## src/rtl/tone_generator_pkg.sv

```systemverilog
// Shared PSG definitions used by the tone channels and the PSG top.
//
// Contents:
//   TONE_W       width of a tone period register (and of the tone down-counter)
//   psg_reg_e    PSG register index map (tone period/attenuation pairs, noise)
//   reload_due   true when a tone counter has reached its reload point
package tone_generator_pkg;

    localparam int unsigned TONE_W = 10;

    // Register index map of the PSG register file.
    typedef enum logic [2:0] {
        T1_FREQ    = 3'd0,
        T1_ATTN    = 3'd1,
        T2_FREQ    = 3'd2,
        T2_ATTN    = 3'd3,
        T3_FREQ    = 3'd4,
        T3_ATTN    = 3'd5,
        NOISE_CTL  = 3'd6,
        NOISE_ATTN = 3'd7
    } psg_reg_e;

    // A counter at 0 or 1 reloads on the next enable tick. Treating 0 like 1
    // lets a zero reset value (or a zero left behind by freq == 0) toggle on
    // the very first tick without ever decrementing through zero.
    function automatic logic reload_due(input logic [TONE_W-1:0] cnt);
        return cnt <= TONE_W'(1);
    endfunction

endpackage

```

## src/rtl/tone_generator.sv

```systemverilog
// Square-wave tone channel of the SN76489-compatible PSG.
//
// A 10-bit down-counter advances once per divide-by-16 enable tick. When it
// reaches its reload point the output flips and the counter is reloaded from
// freq, so a steady freq = N gives a square wave of period 2N ticks.
// freq = 0 forces the output high (DC level used for sample playback).
//
// Parameters:
//   COUNTER_INIT  reset value of the down-counter (0..1023); per-channel
//                 offsets keep the three channels out of phase after reset
// Ports:
//   clk           system clock, all state on the rising edge
//   reset         synchronous active-high reset, overrides clk_div16_en
//   clk_div16_en  single-cycle tick enable; the only thing that advances state
//   freq          half-period in enable ticks, sampled only at reload
//   audio_out     registered square-wave output
module tone_generator
    import tone_generator_pkg::*;
#(
    parameter int unsigned COUNTER_INIT = 0
) (
    input  logic              clk,
    input  logic              reset,
    input  logic              clk_div16_en,
    input  logic [TONE_W-1:0] freq,
    output logic              audio_out
);

    localparam logic [TONE_W-1:0] CounterInit = TONE_W'(COUNTER_INIT);

    logic [TONE_W-1:0] counter_q, counter_d;
    logic              audio_d;

    always_comb begin
        counter_d = counter_q;
        audio_d   = audio_out;
        if (clk_div16_en) begin
            if (freq == '0) begin
                // Park the counter at 0 so a later nonzero freq toggles on
                // its first tick, starting the wave from the high level.
                counter_d = '0;
                audio_d   = 1'b1;
            end else if (reload_due(counter_q)) begin
                // freq is only sampled here; a mid-half-period change waits
                // for this reload.
                counter_d = freq;
                audio_d   = ~audio_out;
            end else begin
                counter_d = counter_q - TONE_W'(1);
            end
        end
    end

    always_ff @(posedge clk) begin
        if (reset) begin
            counter_q <= CounterInit;
            audio_out <= 1'b0;
        end else begin
            counter_q <= counter_d;
            audio_out <= audio_d;
        end
    end

endmodule

```

## config.mk

```make
export PLATFORM = sky130hd
export DESIGN_NAME = tone_generator
export DESIGN_NICKNAME = d
export VERILOG_FILES = /design/src/rtl/tone_generator_pkg.sv /design/src/rtl/tone_generator.sv
export SDC_FILE = /design/constraint.sdc
export NUM_CORES = 1
export LEC_CHECK = 0
export BUFFER_PORTS_ARGS = -buffer_cell sky130_fd_sc_hd__buf_2
export CAP_MARGIN = 10
export CELL_PAD_IN_SITES_DETAIL_PLACEMENT = 1
export CELL_PAD_IN_SITES_GLOBAL_PLACEMENT = 1
export CORE_MARGIN = 3
export CORE_UTILIZATION = 41
export CTS_BUF_LIST = sky130_fd_sc_hd__clkbuf_8
export CTS_CLUSTER_DIAMETER = 30
export DETAILED_ROUTE_END_ITERATION = 10
export HOLD_SLACK_MARGIN = 0.03
export PLACE_DENSITY_LB_ADDON = 0.15
export SETUP_SLACK_MARGIN = 0.2
export SYNTH_ARGS = -nofsm -noshare
export SYNTH_HDL_FRONTEND = slang
export SYNTH_SLANG_ARGS = --single-unit
```

## constraint.sdc

```tcl
create_clock -name clk -period 2.5 [get_ports clk]
set_clock_uncertainty 0.2 [all_clocks]
set_input_delay 0.75 -clock clk [delete_from_list [all_inputs] [get_ports clk]]
set_output_delay 0.75 -clock clk [all_outputs]
set_load 0.02 [all_outputs]
```

---- Word level (Yosys, flattened, before mapping) ----
Index checks and enable logic that the tools add are counted.
storage, ports and cells
  flip-flop bits (word level) ............. 11
  input bits .............................. 13
  output and inout port bits .............. 1
  word-level logic and storage cells ...... 12
operators by class
  add/subtract/negate cells ............... 1
  $lt $le $gt $ge ......................... 1
  mux-type cells .......................... 4
  bitwise operators ....................... 1
  reduce and logical (&&, ||, !) cells .... 3
operators with widths
  cell                                                  count
  two-way mux 10 bit                                    2
  <= comparator 10 x 1 -> 1 bit, second input constant  1
  logical NOT 10 bit                                    1
  subtractor 10 x 1 -> 10 bit, second input constant    1
  two-way mux 1 bit                                     2
  AND reduction 2 bit                                   1
  nonzero test 2 bit                                    1
  inverter 1 bit                                        1

---- Longest topological paths before layout ----
  word-level depth ........................ 3
  gate-level depth with buffers ........... 7
  mapped depth without buffers ............ 6

---- Worst setup path after synthesis ----
OpenSTA, ideal clock, no wires.
  path type ............................... register to register
  from .................................... register counter_q[4]
  to ...................................... register audio_out
  arrival time ............................ 1674 ps
  required time ........................... 2172 ps
  path slack .............................. 498 ps
  cell stages (with the launch flop) ...... 6
  buffers on the path ..................... 1
  clock period less this slack ............ 2002 ps
  cell sequence ........................... dfxtp_1 -> or4_4 -> or4_1 -> buf_2 -> nor4_1 -> a211oi_1
on the way
  cells in the longest elaborated chain, start to end .. 3
RTL lines
  element                               line                      source
  from (decl)                           tone_generator.sv:31      logic [TONE_W-1:0] counter_q, counter_d;
  from (signal assigned)                tone_generator.sv:56      counter_q <= CounterInit;
  from (signal assigned)                tone_generator.sv:59      counter_q <= counter_d;
  <= comparator 10 x 1 -> 1 bit         tone_generator_pkg.sv:27  return cnt <= TONE_W'(1);
  nonzero test 2 bit (no source line)   n/a
  AND reduction 2 bit (no source line)  n/a
  to (signal assigned)                  tone_generator.sv:60      audio_out <= audio_d;
  to (decl)                             tone_generator.sv:26      output logic audio_out
Every way passes these cells.
A chain may end at the register's enable or synchronous reset.

---- Worst setup path after layout ----
  from .................................... input port freq[5]
  to ...................................... register counter_q[2]
on the way
  cells in the longest elaborated chain, start to end .. 2
RTL lines
  element             line                  source
  from (decl)         tone_generator.sv:25  input logic [TONE_W-1:0] freq,
  logical NOT 10 bit  tone_generator.sv:38  if (freq == '0) begin
  two-way mux 10 bit  tone_generator.sv:38
Every way passes these cells.

==> flow_metrics.env <==
export IMPL_dieArea_um2=2420
export IMPL_holdWs_ns=0.298
export IMPL_grt_ovfl_total=0
export IMPL_ys_seq_elements=11
export IMPL_via_per_inst=6.04
export IMPL_nNetsFinal=126
export IMPL_cts_tree="yes"
export IMPL_num_rows=14
export IMPL_synth_cell_types=36
export IMPL_die_h_um=49.2
export IMPL_yosysTopAreaCell="dfxtp_1"
export IMPL_status="complete, no violations"
export IMPL_rsz0062_at_grt="false"
export IMPL_slowest_stage="nor4_1"
export IMPL_cts_sink_count=11
export IMPL_io_pins=14
export IMPL_cts_buffers=3
export IMPL_dieWidth_um=49.2
export IMPL_grt_max_degree=11
export IMPL_drc=0
export IMPL_tightestPinTransition_ns=0.582
export IMPL_cpPeakStageDelay_ns=0.51
export IMPL_required_ns=2.42
export IMPL_grt_pass1_wl_um=3760
export IMPL_portBuffers=13
export IMPL_track_usage=0.201
export IMPL_min_period_ns=2.12
export IMPL_crit_path_cell_trace="buf_2, nor4_1, a311o_1, o22ai_1, o2bb2ai_1"
export IMPL_drv_slew=0
export IMPL_arrival_ns=2.05
export IMPL_start_util=0.469
export IMPL_synthTopCellsByArea="dfxtp_1 29%, o21ai_0 5.2%, mux2i_1 3.9%, nor2_1 3.9%, o31ai_1 3.9%"
export IMPL_netlist_instances=95
export IMPL_seqCellArea_um2=220
export IMPL_p_leak_nw=0.362
export IMPL_min_period_over_period=0.849
export IMPL_fmax_mhz=471
export IMPL_setup_viol=0
export IMPL_firstDrtPassIters=4
export IMPL_synth_main_ff_cell="dfxtp_1"
export IMPL_dr_total_vias=809
export IMPL_clk_latency_ns=0.24
export IMPL_coreArea_um2=1630
export IMPL_slew_headroom=0.608
export IMPL_async_flop_share=0
export IMPL_cap_violations=0
export IMPL_yosysMostFrequentCell="dfxtp_1"
export IMPL_endpoint_kind="flip-flop"
export IMPL_synth_seq_area_share=0.288
export IMPL_tns_ns=0
export IMPL_wirelength_um=2230
export IMPL_grt_antenna_before_repair=0
export IMPL_synthTopCellsByCount="11 x dfxtp_1, 8 x nor2_1, 8 x o21ai_0"
export IMPL_hold_viol_final=0
export IMPL_cts_root_buffer="clkbuf_8"
export IMPL_multi_input_area_um2=513
export IMPL_synth_edf_count=0
export IMPL_postRouteAntennaNets=0
export IMPL_drt_iter0_drc=14
export IMPL_wl_per_cell_um=16.7
export IMPL_cts_buffer_depth=2
export IMPL_synth_avg_cell_area_um2=8.05
export IMPL_nFillCells=220
export IMPL_critPathMaxFanout=5
export IMPL_gp_congestion=0.796
export IMPL_area_growth_pct=18.2
export IMPL_cp_start_kind="input pin"
export IMPL_grt_pass1_vias=800
export IMPL_irDropWorstVdd_mv=0.635
export IMPL_power_density_nw_per_um2=1470
export IMPL_path_clk_slew_ns=0.05
export IMPL_synth_fp_nets=110
export IMPL_hold_path_class="reg -> reg"
export IMPL_synth_top_cell_area_share=0.288
export IMPL_n_antenna_cell=0
export IMPL_cts_max_level=1
export IMPL_critPathKind="in -> reg"
export IMPL_drive_gt1_frac=0.218
export IMPL_yosysWarnings=0
export IMPL_postCtsSetupBuffers=0
export IMPL_dpl_hpwl_um=1710
export IMPL_syn_cell_area_um2=764
repair_timing:
action / 4_1_cts / 5_1_grt
endpoints found under the setup margin: 0 / 3
hold buffers: 0 / 0
resized for setup: 0 / 1
where the power goes:
group | switching (mW) | internal (mW)
clock | 0.0695 | 0.108
combinational | 0.431 | 0.357
sequential | 0.109 | 0.252
flip-flops by register name (all words and copies together), names as in the netlist:
name and cells:
audio_out 1, counter_q 10
final timing paths:
check,start,end,slack [ns],depth (start not counted)
setup / recovery,freq[5],counter_q[2],0.38,5
hold / removal,audio_out,audio_out,0.30,2
setup reg to reg,counter_q[2],counter_q[9],0.41,4
hold reg to reg,audio_out,audio_out,0.30,2
layer usage:
layer / vias to the layer above / part of all wire / global-route usage
li1: 401 / - / -
met1: 387 / 0.49 / 0.271
met2: 17 / 0.45 / 0.317
met3: 4 / 0.042 / 0.0367
met4: 0 / 0.018 / 0.0711
met5: - / 0 / 0
stage by stage:
step | instances | utilization | total power, mW | setup WS (ns) | cell area, um^2
after floorplan | 95 | - | 0.951 | 0.498 | 764
after global placement | 130 | 0.525 | 1.11 | 0.231 | 855
after detailed placement | 130 | 0.525 | 1.13 | 0.155 | 855
after CTS | 134 | 0.552 | 1.31 | 0.312 | 900
after global routing | 134 | 0.555 | 1.45 | 0.234 | 903
final | 134 | 0.555 | 1.33 | 0.376 | 903
critical path, delay by kind of cell:
family | cells | cell delay (ns)
and+or+nand+nor | 1 | 0.51
AOI/OAI and AO/OA | 3 | 0.65
buffers and inverters | 1 | 0.12
cells by family after synthesis:
group / after synthesis / synth area share
flip-flops: 11 / 0.288
AND/OR/NAND/NOR: 35 / 0.278
multiplexers: 3 / 0.0393
adder cells (fa/ha/maj): 2 / 0.0327
AO/OA/AOI/OAI: 35 / 0.316
buffers and inverters: 9 / 0.0458
area by class of cell:
cell class	count	share of cell area
multi-input combinational	75	0.568
sequential	11	0.244
timing repair buffer	14	0.0803
clock buffer	3	0.0457
tap	24	0.0332
inverter	6	0.0249
clock inverter	1	0.00416
cells in the final DEF, fill, tap and decap left out, types with 2 or more instances in the layout:
cell type	Yosys	routed
inv_1	6	7
buf_2	1	13
a32o_1	2	2
o21ai_0	8	8
o22ai_1	3	3
nor2_1	8	8
and3_1	2	2
or4_1	3	2
dfxtp_1	11	11
or4_4	1	2
nand2_1	5	5
a21oi_1	5	5
or3b_2	2	2
nor4_1	4	4
a211oi_1	2	2
ha_1	2	2
o31ai_1	4	4
mux2i_1	3	3
a21o_1	2	2
clkbuf_8	0	3
nor3_1	4	4
(Power assumes the default switching activity.)
